## config.mk

```make
export PLATFORM = sky130hd
export DESIGN_NAME = muldiv_unit
export DESIGN_NICKNAME = d
export VERILOG_FILES = /design/src/rtl/muldiv_unit.sv
export SDC_FILE = /design/constraint.sdc
export NUM_CORES = 1
export LEC_CHECK = 0
export BUFFER_PORTS_ARGS = -buffer_cell sky130_fd_sc_hd__buf_4
export CAP_MARGIN = 20
export CORE_UTILIZATION = 53
export DETAILED_ROUTE_END_ITERATION = 6
export PLACE_DENSITY = 0.71
export SETUP_SLACK_MARGIN = 0.5
export SLEW_MARGIN = 20
export SYNTH_ARGS = -nofsm -noshare
export SYNTH_HDL_FRONTEND = slang
export SYNTH_SLANG_ARGS = --single-unit
```

## constraint.sdc

```tcl
create_clock -name clk -period 9.75 [get_ports clk]
set_clock_uncertainty 0.2 [all_clocks]
set_input_delay 0.4875 -clock clk [delete_from_list [all_inputs] [get_ports clk]]
set_output_delay 0.4875 -clock clk [all_outputs]
set_load 0.01 [all_outputs]
```

## src/rtl/muldiv_unit.sv

```systemverilog
// Iterative RV32M multiply/divide unit: shift-add multiply and restoring divide,
// one iteration per clock, with divide-by-zero and overflow resolved at acceptance.
module muldiv_unit #(
    parameter int WIDTH = 32
) (
    input  logic             clk,
    input  logic             reset,
    input  logic             start,
    input  logic [2:0]       funct3,
    input  logic [WIDTH-1:0] a,
    input  logic [WIDTH-1:0] b,
    output logic             busy,
    output logic             done,
    output logic [WIDTH-1:0] result
);
    localparam int CW = $clog2(WIDTH);
    localparam logic [CW-1:0] LAST = CW'(WIDTH - 1);

    typedef enum logic [1:0] {S_IDLE, S_RUN, S_FIN} state_t;

    state_t             r_state, w_state_next;
    logic [CW-1:0]      r_cnt;
    logic [2:0]         r_op;
    logic               r_neg, r_rem_neg, r_busy, r_done;
    logic [2*WIDTH-1:0] r_prod;
    logic [WIDTH-1:0]   r_mcand, r_quot, r_divisor, r_rem, r_result;

    logic               w_a_signed, w_b_signed, w_a_neg, w_b_neg;
    logic               w_div_zero, w_ovf, w_special;
    logic [WIDTH-1:0]   w_a_mag, w_b_mag, w_special_res;
    logic [WIDTH:0]     w_mul_sum, w_trial;
    logic [2*WIDTH-1:0] w_prod_step, w_prod_signed;
    logic               w_fits;
    logic [WIDTH-1:0]   w_rem_step, w_quot_step, w_quot_signed, w_rem_signed, w_final;

    // MULH, MULHSU, DIV, REM treat rs1 as signed; MULH, DIV, REM also rs2
    assign w_a_signed = (funct3 == 3'b001) || (funct3 == 3'b010) ||
                        (funct3 == 3'b100) || (funct3 == 3'b110);
    assign w_b_signed = (funct3 == 3'b001) || (funct3 == 3'b100) || (funct3 == 3'b110);
    assign w_a_neg    = w_a_signed & a[WIDTH-1];
    assign w_b_neg    = w_b_signed & b[WIDTH-1];
    assign w_a_mag    = w_a_neg ? -a : a;
    assign w_b_mag    = w_b_neg ? -b : b;

    assign w_div_zero = funct3[2] && (b == '0);
    assign w_ovf      = funct3[2] && !funct3[0] && (a == {1'b1, {(WIDTH-1){1'b0}}}) && (&b);
    assign w_special  = w_div_zero || w_ovf;

    always_comb begin
        w_special_res = '0;
        if (w_div_zero)
            w_special_res = funct3[1] ? a : '1;
        else
            w_special_res = funct3[1] ? '0 : {1'b1, {(WIDTH-1){1'b0}}};
    end

    // One shift-add multiply step and one restoring-divide step
    assign w_mul_sum   = {1'b0, r_prod[2*WIDTH-1:WIDTH]} + (r_prod[0] ? {1'b0, r_mcand} : '0);
    assign w_prod_step = {w_mul_sum, r_prod[WIDTH-1:1]};
    assign w_trial     = {r_rem, r_quot[WIDTH-1]};
    assign w_fits      = (w_trial >= {1'b0, r_divisor});
    assign w_rem_step  = w_fits ? (w_trial[WIDTH-1:0] - r_divisor) : w_trial[WIDTH-1:0];
    assign w_quot_step = {r_quot[WIDTH-2:0], w_fits};

    assign w_prod_signed = r_neg ? -w_prod_step : w_prod_step;
    assign w_quot_signed = r_neg ? -w_quot_step : w_quot_step;
    assign w_rem_signed  = r_rem_neg ? -w_rem_step : w_rem_step;

    always_comb begin
        w_final = '0;
        case (r_op)
            3'b000:                 w_final = w_prod_signed[WIDTH-1:0];
            3'b001, 3'b010, 3'b011: w_final = w_prod_signed[2*WIDTH-1:WIDTH];
            3'b100, 3'b101:         w_final = w_quot_signed;
            default:                w_final = w_rem_signed;
        endcase
    end

    always_comb begin
        w_state_next = r_state;
        case (r_state)
            S_IDLE:  if (start) w_state_next = w_special ? S_FIN : S_RUN;
            S_RUN:   if (r_cnt == LAST) w_state_next = S_FIN;
            S_FIN:   w_state_next = S_IDLE;
            default: w_state_next = S_IDLE;
        endcase
    end

    always_ff @(posedge clk or posedge reset) begin
        if (reset) r_state <= S_IDLE;
        else       r_state <= w_state_next;
    end

    always_ff @(posedge clk or posedge reset) begin
        if (reset) begin
            r_busy    <= 1'b0;
            r_done    <= 1'b0;
            r_cnt     <= '0;
            r_op      <= '0;
            r_neg     <= 1'b0;
            r_rem_neg <= 1'b0;
            r_prod    <= '0;
            r_mcand   <= '0;
            r_quot    <= '0;
            r_divisor <= '0;
            r_rem     <= '0;
            r_result  <= '0;
        end else begin
            r_busy <= (w_state_next != S_IDLE);
            r_done <= (w_state_next == S_FIN);
            case (r_state)
                S_IDLE: if (start) begin
                    r_op      <= funct3;
                    r_neg     <= w_a_neg ^ w_b_neg;
                    r_rem_neg <= w_a_neg;
                    r_cnt     <= '0;
                    r_prod    <= {{WIDTH{1'b0}}, w_b_mag};
                    r_mcand   <= w_a_mag;
                    r_quot    <= w_a_mag;
                    r_divisor <= w_b_mag;
                    r_rem     <= '0;
                    if (w_special) r_result <= w_special_res;
                end
                S_RUN: begin
                    r_cnt  <= r_cnt + CW'(1);
                    r_prod <= w_prod_step;
                    r_quot <= w_quot_step;
                    r_rem  <= w_rem_step;
                    if (r_cnt == LAST) r_result <= w_final;
                end
                default: ;
            endcase
        end
    end

    assign busy   = r_busy;
    assign done   = r_done;
    assign result = r_result;
endmodule

```

* Word-level counts from Yosys, hierarchy flattened *
Index checks and enable logic that the tools add are counted.

cells by class
  reductions and logical operators = 22
  equal/unequal tests = 16
  $lt $le $gt $ge = 1
  multiplexer cells = 27
  $add $sub $neg = 8
  bitwise operators = 3

operator list
  operator                number
  $mux W32                14
  $pmux W32 S2            3
  $mux W64                2
  $neg A32 Y32            4
  $pmux W64 S2            1
  $pmux W32 S3            1
  $neg A64 Y64            1
  $add A32 B32 Y33        1
  $ge A33 B32 Y1          1
  $eq A32 B32 Y1 const B  1
  $logic_not A32 Y1       1
  $reduce_and A32 Y1      1
  $sub A32 B32 Y32        1
  $eq A3 B3 Y1 const B    4
  $pmux W5 S2             1
  $eq A3 B2 Y1 const B    3
  $eq A3 B1 Y1 const B    2
  $logic_or A1 B1 Y1      6
  $mux W2                 3
  $ne A2 B2 Y1 const B    3
  $add A5 B1 Y5 const B   1
  $eq A5 B5 Y1 const B    1
  $mux W5                 1
  $logic_and A1 B1 Y1     4
  13 further kinds        16

word-level totals
  input bits = 70
  flip-flop bits (word level) = 238
  word-level logic and storage cells = 90
  output and inout bits = 34

* Depth between registers and ports, before layout *
Gate-level depths: netlist (run 1).

  depth in word-level cells = 9
  depth in mapped cells = 24
  mapped depth without buffers = 20

* Least setup slack after synthesis (run 1) *
OpenSTA, ideal clock, no wires.

  path type = register to register
  start point = register r_divisor[26]
  end point = register r_result[30] (netlist: result[30])
  clock period less this slack = 5.258 ns
  library setup time = 0.126 ns
  data required time = 9.424 ns
  data arrival time = 4.932 ns
  stages on the path, launching flop included = 23
  buffers on the path = 3
  slack = 4.492 ns
  cell sequence = dfrtp_1 > inv_1 > ha_1 > a21o_1 > a311o_1 > a21oi_1 > o211a_2 > nand2_1 > inv_2 > buf_2 > buf_1 > clkbuf_1 > ha_1 > nand2b_1 > or2_2 > or2_2 > nor2_1 > a31oi_1 > xor2_1 > a221oi_1 > o31a_1 > a211oi_1 > a221o_1

between the ends
  word-level cells in the longest chain between the ends = 7
  elaborated cells on any way between the ends = 10
  those cells by class = 3 x add/sub; 1 x order compare; 6 x mux

RTL lines
  item                                                line    text
  from (decl)                                         26      logic [WIDTH-1:0] r_mcand, r_quot, r_divisor, r_rem, r_result;
  from (signal assigned)                              120     r_divisor <= w_b_mag;
  $sub A32 B32 Y32 or $ge A33 B32 Y1 (tied branches)  62, 61
  $mux W32                                            62      assign w_rem_step = w_fits ? (w_trial[WIDTH-1:0] - r_divisor) : w_trial[WIDTH-1:0];
  $neg A32 Y32                                        67      assign w_rem_signed = r_rem_neg ? -w_rem_step : w_rem_step;
  $mux W32                                            67
  $pmux W32 S3 (*)                                    71      case (r_op)
  $mux W32 (*)                                        129     if (r_cnt == LAST) r_result <= w_final;
  $pmux W32 S2 (*)                                    111     case (r_state)
  to (signal assigned)                                122     if (w_special) r_result <= w_special_res;
  to (signal assigned)                                129
  to (decl)                                           26

Mark *: on every way between the ends. The rest lies on a longest branch, timed or not. The select of a mux whose other input is x is not followed.
A chain may end at the register's enable or synchronous reset.

* Final worst setup path (run 1) *
  start point = register r_divisor[23]
  end point = register r_result[20] (netlist: result[20])

between the ends
  word-level cells in the longest chain between the ends = 7
  elaborated cells on any way between the ends = 9
  those cells by class = 2 x add/sub; 1 x order compare; 6 x mux

RTL lines
  item                line  text
  $ge A33 B32 Y1 (*)  61    assign w_fits = (w_trial >= {1'b0, r_divisor});
  $mux W32            62
  $neg A32 Y32        67
  $mux W32            67
  $pmux W32 S3 (*)    71
  $mux W32 (*)        129
  $pmux W32 S2 (*)    111

Marked as above.

==> flow_metrics.env, run 1 <==
export IMPL_worst_hold_path_type="in -> reg"
export IMPL_hold_path_end="result[5]$_DFFE_PP0P_"
export IMPL_stdcell_count=2798
export IMPL_outcome="finished with violations"
export IMPL_finalHoldViolCount=0
export IMPL_worst_slack_ns=4.05
export IMPL_clk_pin_slew_worst_paths_ns=0.07
export IMPL_synth_edf_count=0
export IMPL_grt_start_max_net_pins=119
export IMPL_cell_area_after_technology_mapping_um2=19000
export IMPL_netlist_cell_type_count=91
export IMPL_place_congestion=0.978
export IMPL_clock_tree_from_tritoncts="done"
export IMPL_clkSinkCount=238
export IMPL_num_io_pins=104
export IMPL_synth_cells=2306
export IMPL_cts_resized=0
export IMPL_grt_antenna_before_repair=0
export IMPL_place_inst=2742
export IMPL_wire_per_inst_um=24.1
export IMPL_worst_slew_pin_transition_ns=1.15
export IMPL_vias_per_cell=6.78
export IMPL_clock_path_buffers=3
export IMPL_min_delay_path_depth=3
export IMPL_violated_checks="design-rule violations"
export IMPL_slew_viol_final=0
export IMPL_area_growth_syn_to_layout_pct=10.8
export IMPL_core_area_um2=34900
export IMPL_route_detailed_drc=31
export IMPL_postSynthRegisterBits=238
export IMPL_first_global_vias=17770
export IMPL_yosys_warnings=0
export IMPL_yosys_area_top_type_share_pct=31.4
export IMPL_cts_root_buf="sky130_fd_sc_hd__clkbuf_16"
export IMPL_timing_slew_headroom_pct=22.7
export IMPL_firstDrtPassIters=7
export IMPL_drive_gt1_share_pct=9.14
export IMPL_die_y_um=191
export IMPL_overall_routed_net_length_mm=67.5
export IMPL_post_synth_cell_area_avg_um2=8.22
export IMPL_syn_nets=2450
export IMPL_path_max_fanout=32
export IMPL_crit_reg2reg_capture="result[20]$_DFFE_PP0P_"
export IMPL_netlist_top_cells_count="sky130_fd_sc_hd__nand2_1, sky130_fd_sc_hd__dfrtp_1, sky130_fd_sc_hd__o21ai_0, sky130_fd_sc_hd__a21oi_1, sky130_fd_sc_hd__nor2_1"
export IMPL_num_rows=68
export IMPL_path_type_of_the_worst_setup_path="reg -> reg"
export IMPL_worst_hold_startpoint="a[5]"
export IMPL_post_route_period_util_pct=58.5
export IMPL_detailedRoute_firstIterationViolations=2041
export IMPL_clk_insertion_delay_late_ns=0.60
export IMPL_fmaxAchievable_ghz=0.175
export IMPL_die_width_um=191
export IMPL_cells_taking_the_most_area_after_synthesis="sky130_fd_sc_hd__dfrtp_1, sky130_fd_sc_hd__nand2_1, sky130_fd_sc_hd__xnor2_1"
export IMPL_worstRegToRegCells=16
export IMPL_gr_overflow_total=0
export IMPL_cts_buffers=28
export IMPL_endpoint_kind="register"
export IMPL_critical_path_arrival_ns=5.95
export IMPL_initial_core_util_pct=54.3
export IMPL_worstPathRequired_ns=10.00
export IMPL_final_min_clock_period_ns=5.70
export IMPL_rsz0062_at_grt="no"
export IMPL_yosys_most_used_dff="sky130_fd_sc_hd__dfrtp_1"
export IMPL_setup_worst_path_start_class="register"
export IMPL_dr_total_vias=18982
export IMPL_setup_tns_final_ns=0
export IMPL_number_of_maximum_capacitance_violations=0
export IMPL_port_buffers=103
export IMPL_post_synth_top_count_cell="sky130_fd_sc_hd__nand2_1"
export IMPL_grt_total_usage_pct=37.0
export IMPL_preCtsSetupSlack_ns=4.21
export IMPL_register_to_register_setup_slack_ns=4.05
export IMPL_number_of_setup_violations_in_the_final_report=0
export IMPL_dp_hpwl_mm=49.3
export IMPL_reg2reg_start="r_divisor[23]$_DFFE_PP0P_"
export IMPL_dieArea_um2=36500
export IMPL_ant_nets=0
export IMPL_grt_first_pass_wirelength_mm=105
export IMPL_utilization_pct=60.2
export IMPL_synth_seq_area_share_pct=31.4
export IMPL_postSynth_asyncResetShare_pct=100
export IMPL_synth_top_area_cell="sky130_fd_sc_hd__dfrtp_1"
export IMPL_final_nets=2465
export IMPL_ctsHtreeMaxLevel=1
==> through the flow <==
stage / hold WS [ns] / area [µm²]
final: 0.0229 / 21000
after global routing: 0.0397 / 21000
after CTS: 0.0193 / 21000
after detailed placement: 0.258 / 20000
after global placement: 0.254 / 19900
after floorplan: 0.241 / 19000
==> final cells by class <==
cell class / instances / area (µm²)
diodes: 1 / 2.50
clock buffers: 36 / 771
clock inverters: 15 / 229
fillers: 3192 / 13900
inverters: 75 / 289
multi-input cells: 1848 / 12200
flip-flops and latches: 238 / 5960
well taps: 455 / 569
repair buffers: 130 / 986
==> per-layer routing <==
metal | vias up | part of all wire (%) | GRT usage (%)
met5 | - | 0 | 0
met3 | 190 | 9.1 | 5.97
met2 | 1044 | 44 | 56.5
li1 | 8605 | - | -
met1 | 9143 | 43 | 51.9
met4 | 0 | 4.3 | 15.2
==> cell usage in the layout (no fill, tap or decap), types with 7 or more instances in the layout <==
| cell type | netlist | layout |
|---|---|---|
| sky130_fd_sc_hd__dfrtp_1 | 238 | 237 |
| sky130_fd_sc_hd__a31oi_1 | 24 | 24 |
| sky130_fd_sc_hd__and3_1 | 21 | 21 |
| sky130_fd_sc_hd__or4_1 | 18 | 18 |
| sky130_fd_sc_hd__nor4_1 | 14 | 14 |
| sky130_fd_sc_hd__a21o_1 | 76 | 76 |
| sky130_fd_sc_hd__and2_1 | 43 | 43 |
| sky130_fd_sc_hd__a211oi_1 | 17 | 17 |
| sky130_fd_sc_hd__o21ai_1 | 53 | 54 |
| sky130_fd_sc_hd__and4_1 | 9 | 9 |
| sky130_fd_sc_hd__o41ai_1 | 18 | 18 |
| sky130_fd_sc_hd__o21a_1 | 23 | 23 |
| sky130_fd_sc_hd__buf_4 | 0 | 126 |
| sky130_fd_sc_hd__clkbuf_16 | 0 | 28 |
| sky130_fd_sc_hd__nor2_1 | 146 | 144 |
| sky130_fd_sc_hd__o31ai_1 | 38 | 38 |
| sky130_fd_sc_hd__or2_2 | 8 | 8 |
| sky130_fd_sc_hd__o211a_1 | 7 | 7 |
| sky130_fd_sc_hd__nand2b_1 | 20 | 19 |
| sky130_fd_sc_hd__nor2b_1 | 15 | 14 |
| sky130_fd_sc_hd__o21ai_0 | 167 | 166 |
| sky130_fd_sc_hd__or3_1 | 25 | 25 |
| sky130_fd_sc_hd__xor2_1 | 90 | 90 |
| sky130_fd_sc_hd__inv_1 | 72 | 71 |
| sky130_fd_sc_hd__mux2i_1 | 28 | 28 |
| sky130_fd_sc_hd__nand4_1 | 33 | 33 |
| sky130_fd_sc_hd__nor3_1 | 52 | 52 |
| sky130_fd_sc_hd__nand2_1 | 246 | 246 |
| sky130_fd_sc_hd__nand3_1 | 52 | 52 |
| sky130_fd_sc_hd__a21oi_1 | 150 | 150 |
| sky130_fd_sc_hd__a221o_1 | 58 | 58 |
| sky130_fd_sc_hd__a221oi_1 | 16 | 16 |
| sky130_fd_sc_hd__o211ai_1 | 29 | 29 |
| sky130_fd_sc_hd__ha_1 | 72 | 72 |
| sky130_fd_sc_hd__o221ai_1 | 21 | 21 |
| sky130_fd_sc_hd__a22o_1 | 26 | 26 |
| sky130_fd_sc_hd__xnor2_1 | 105 | 105 |
==> what timing repair did <==
| item | 4_1_cts | 5_1_grt |
|---|---|---|
| hold endpoints to repair | 119 | 0 |
| setup endpoints to repair | 0 | 0 |
| buffers inserted | 0 | 0 |
| hold buffers | 4 | 0 |
==> how the worst max path moves through the flow <==
stage / startpoint / depth (start not counted) / end
floorplan: reset / 1 / busy$_DFF_PP0_
global placement: r_divisor[23]$_DFFE_PP0P_ / 16 / result[20]$_DFFE_PP0P_
detailed placement: r_divisor[23]$_DFFE_PP0P_ / 16 / result[20]$_DFFE_PP0P_
CTS: r_divisor[23]$_DFFE_PP0P_ / 16 / result[20]$_DFFE_PP0P_
global route: r_divisor[23]$_DFFE_PP0P_ / 16 / result[20]$_DFFE_PP0P_
finish: r_divisor[23]$_DFFE_PP0P_ / 16 / result[20]$_DFFE_PP0P_
==> kinds of logic (layout without fill, tap and decap cells) <==
logic type	after synthesis	count (layout)	share of synthesized area (%)
adders and majority gates	74	74	4.96
other	0	1	0
DFF	238	238	31.4
xor gates and xnor gates	195	195	9.01
muxes	32	32	1.72
buffers and inverters	220	256	4.43
and+or+nand+nor	741	741	19.4
AOI/OAI and AO/OA	806	806	29.0
==> critical path: stages (launching register included) <==
cell	delay (ns)
sky130_fd_sc_hd__dfrtp_1	0.35
sky130_fd_sc_hd__inv_1	0.06
sky130_fd_sc_hd__ha_1	0.39
sky130_fd_sc_hd__a21oi_1	0.33
sky130_fd_sc_hd__a21boi_1	0.14
sky130_fd_sc_hd__a211oi_1	0.55
sky130_fd_sc_hd__o211a_2	0.56
sky130_fd_sc_hd__nand2_1	0.15
sky130_fd_sc_hd__buf_4	0.32
sky130_fd_sc_hd__o21ai_0	0.52
sky130_fd_sc_hd__ha_1	0.36
sky130_fd_sc_hd__o21ai_0	0.23
sky130_fd_sc_hd__nand2b_1	0.26
sky130_fd_sc_hd__o41ai_1	0.60
sky130_fd_sc_hd__xor2_1	0.19
sky130_fd_sc_hd__o221ai_1	0.20
sky130_fd_sc_hd__o211ai_1	0.12
==> sequential cells by signal (all words and copies together), names as in the netlist <==
signal and flops:
busy 1, r_mcand 32, r_rem_neg 1, r_quot 32, done 1, r_cnt 5
r_rem 32, r_neg 1, r_op 3, result 32, r_prod 64, r_state 2
r_divisor 32
Power of run 1 is not shown: default switching activity piles up to over one toggle a cycle in this logic, so the estimate is an artifact.
==> run 2, diff against run 1 <==
==> constraint.sdc (replaced) <==
create_clock -name clk -period 5.25 [get_ports clk]
set_clock_uncertainty 0.2 [all_clocks]
set_input_delay 0.2625 -clock clk [delete_from_list [all_inputs] [get_ports clk]]
set_output_delay 0.2625 -clock clk [all_outputs]
set_load 0.01 [all_outputs]
==> run 2 against run 1 <==
  * The run still ends with design-rule violations left
  * Critical path depth decreased by 2
  * First-iteration DRC count grew 9.0%
  * Setup slack worse by 3.5 ns
  * Via count is 2.1% higher
  * Sequential share of layout area is 1.6 points lower
==> flow_metrics.env, run 2 (same netlist as run 1, synthesis figures left out) <==
export IMPL_fillCellCount=3028
export IMPL_dieArea_um2=36500
export IMPL_clk_pin_slew_worst_paths_ns=0.06
export IMPL_number_of_setup_violations_in_the_final_report=0
export IMPL_gr_max_usage_layer="met2"
export IMPL_met1_usage_pct=52.6
export IMPL_cts_buffers=29
export IMPL_slowest_delay_ns=0.53
export IMPL_grt_first_pass_wirelength_mm=107
export IMPL_diodes_inserted=0
export IMPL_dr_total_vias=19374
export IMPL_route_detailed_drc=3
export IMPL_overall_routed_net_length_mm=70.0
export IMPL_worst_slew_pin_transition_ns=1.11
export IMPL_area_growth_syn_to_layout_pct=17.6
export IMPL_setup_tns_final_ns=0
export IMPL_clock_path_buffers=3
export IMPL_final_nets=2560
export IMPL_wire_per_inst_um=24.2
export IMPL_grt_antenna_before_repair=1
export IMPL_slew_viol_final=0
export IMPL_rsz0062_at_grt="yes"
export IMPL_cts_root_buf="sky130_fd_sc_hd__clkbuf_16"
export IMPL_sequential_cell_area_um2=5960
export IMPL_multi_input_comb_area_um2=12600
export IMPL_ctsHtreeMaxLevel=1
export IMPL_grt_start_max_net_pins=128
export IMPL_firstDrtPassIters=7
export IMPL_largest_register_ffs=64
export IMPL_register_to_register_setup_slack_ns=0.60
export IMPL_critical_path_arrival_ns=4.91
export IMPL_worstPathRequired_ns=5.50
export IMPL_final_common_cell="sky130_fd_sc_hd__nand2_1"
export IMPL_die_y_um=191
export IMPL_outcome="finished with violations"
export IMPL_port_buffers=103
export IMPL_place_congestion=0.943
export IMPL_detailedRoute_firstIterationViolations=2225
export IMPL_path_max_fanout=8
export IMPL_initial_core_util_pct=54.3
export IMPL_worst_hold_path_type="in -> reg"
export IMPL_clock_tree_from_tritoncts="done"
export IMPL_layout_common_cells="sky130_fd_sc_hd__nand2_1, sky130_fd_sc_hd__dfrtp_1, sky130_fd_sc_hd__o21ai_0"
export IMPL_die_width_um=191
export IMPL_drive_gt1_share_pct=12.9
export IMPL_number_of_maximum_capacitance_violations=0
export IMPL_final_min_clock_period_ns=4.65
export IMPL_crit_slowest_cell="sky130_fd_sc_hd__or4b_4"
export IMPL_post_route_period_util_pct=88.7
export IMPL_ant_nets=0
export IMPL_violated_checks="design-rule violations"
export IMPL_gr_overflow_total=0
export IMPL_vias_per_cell=6.70
export IMPL_clk_insertion_delay_late_ns=0.57
export IMPL_timing_slew_headroom_pct=26.0
export IMPL_core_area_um2=34900
export IMPL_grt_total_usage_pct=38.0
export IMPL_clkSinkCount=238
export IMPL_endpoint_kind="register"
export IMPL_largest_register="r_prod"
export IMPL_num_rows=68
export IMPL_dp_hpwl_mm=50.9
export IMPL_path_type_of_the_worst_setup_path="reg -> reg"
export IMPL_path_buf_inv=0
export IMPL_first_global_vias=18189
export IMPL_gr_usage_met3_pct=5.97
export IMPL_setup_worst_path_start_class="register"
export IMPL_grt_util_met2_pct=59.7
export IMPL_num_io_pins=104
export IMPL_finalHoldViolCount=0
export IMPL_crit_path_cell_trace="and2_1 > ha_1 > fa_2 > a21o_1 > a21oi_1 > xor2_2 > nand4_1 > or4_4 > or4b_4 > or2_4 > nor4b_4 > mux2i_1 > a211oi_1 > a221o_1"
export IMPL_crit_family="simple AND/OR/NAND/NOR gates"
export IMPL_fmaxAchievable_ghz=0.215
## run 2: layer usage
metal / vias to the layer above / part of all wire (%)
li1: 8782 / -
met1: 9408 / 42
met2: 1039 / 46
met3: 145 / 9.0
met4: 0 / 3.7
met5: - / 0
## run 2: final timing paths
path | from | endpoint | depth (start not counted)
setup reg to reg | r_prod[0]$_DFFE_PP0P_ | result[30]$_DFFE_PP0P_ | 14
min in group asynchronous | reset | r_mcand[8]$_DFFE_PP0P_ | 3
max in group asynchronous | reset | r_cnt[1]$_DFFE_PP0P_ | 4
hold / removal | b[9] | r_divisor[9]$_DFFE_PP0P_ | 4
hold reg to reg | result[4]$_DFFE_PP0P_ | result[4]$_DFFE_PP0P_ | 2
setup / recovery | r_prod[0]$_DFFE_PP0P_ | result[30]$_DFFE_PP0P_ | 14
## run 2: worst reg2reg max path, delay by kind of cell (launching register included)
kind                     cells  cell delay [ns]
multiplexers                 1             0.27
AO/OA/AOI/OAI                4             0.81
adder cells (fa/ha/maj)      2             0.61
AND/OR/NAND/NOR              6             1.96
XOR/XNOR                     1             0.27
flip-flops                   1             0.41
## run 2: area by class of cell
type	count	area share, %
multi-input combinational	1848	56.4
inverter	75	1.29
tap	455	2.56
clock buffer	39	3.52
sequential	238	26.7
clock inverter	13	0.988
timing repair buffer	224	8.51
## run 2: what timing repair did
action / in CTS / in global routing
gates cloned: 0 / 1
hold buffers: 56 / 0
endpoints found under the hold margin: 130 / 0
buffers inserted: 0 / 9
resized for setup: 16 / 58
pin swaps: 0 / 10
setup endpoints to repair: 7 / 18
## run 2: stage by stage
stage / instances / setup slack [ns] / hold WS (ns) / utilization [%] / cell area, µm²
floorplan: 2306 / 0.530 / 0.168 / - / 19000
global placement: 2774 / 0.429 / 0.251 / 58.1 / 20300
detailed placement: 2774 / 0.340 / 0.260 / 58.1 / 20300
CTS: 2882 / 0.486 / 0.0110 / 62.8 / 21900
global route: 2892 / 0.469 / 0.0377 / 63.9 / 22300
finish: 2892 / 0.595 / 0.0239 / 63.9 / 22300
Power of run 2 is left out for the same reason.
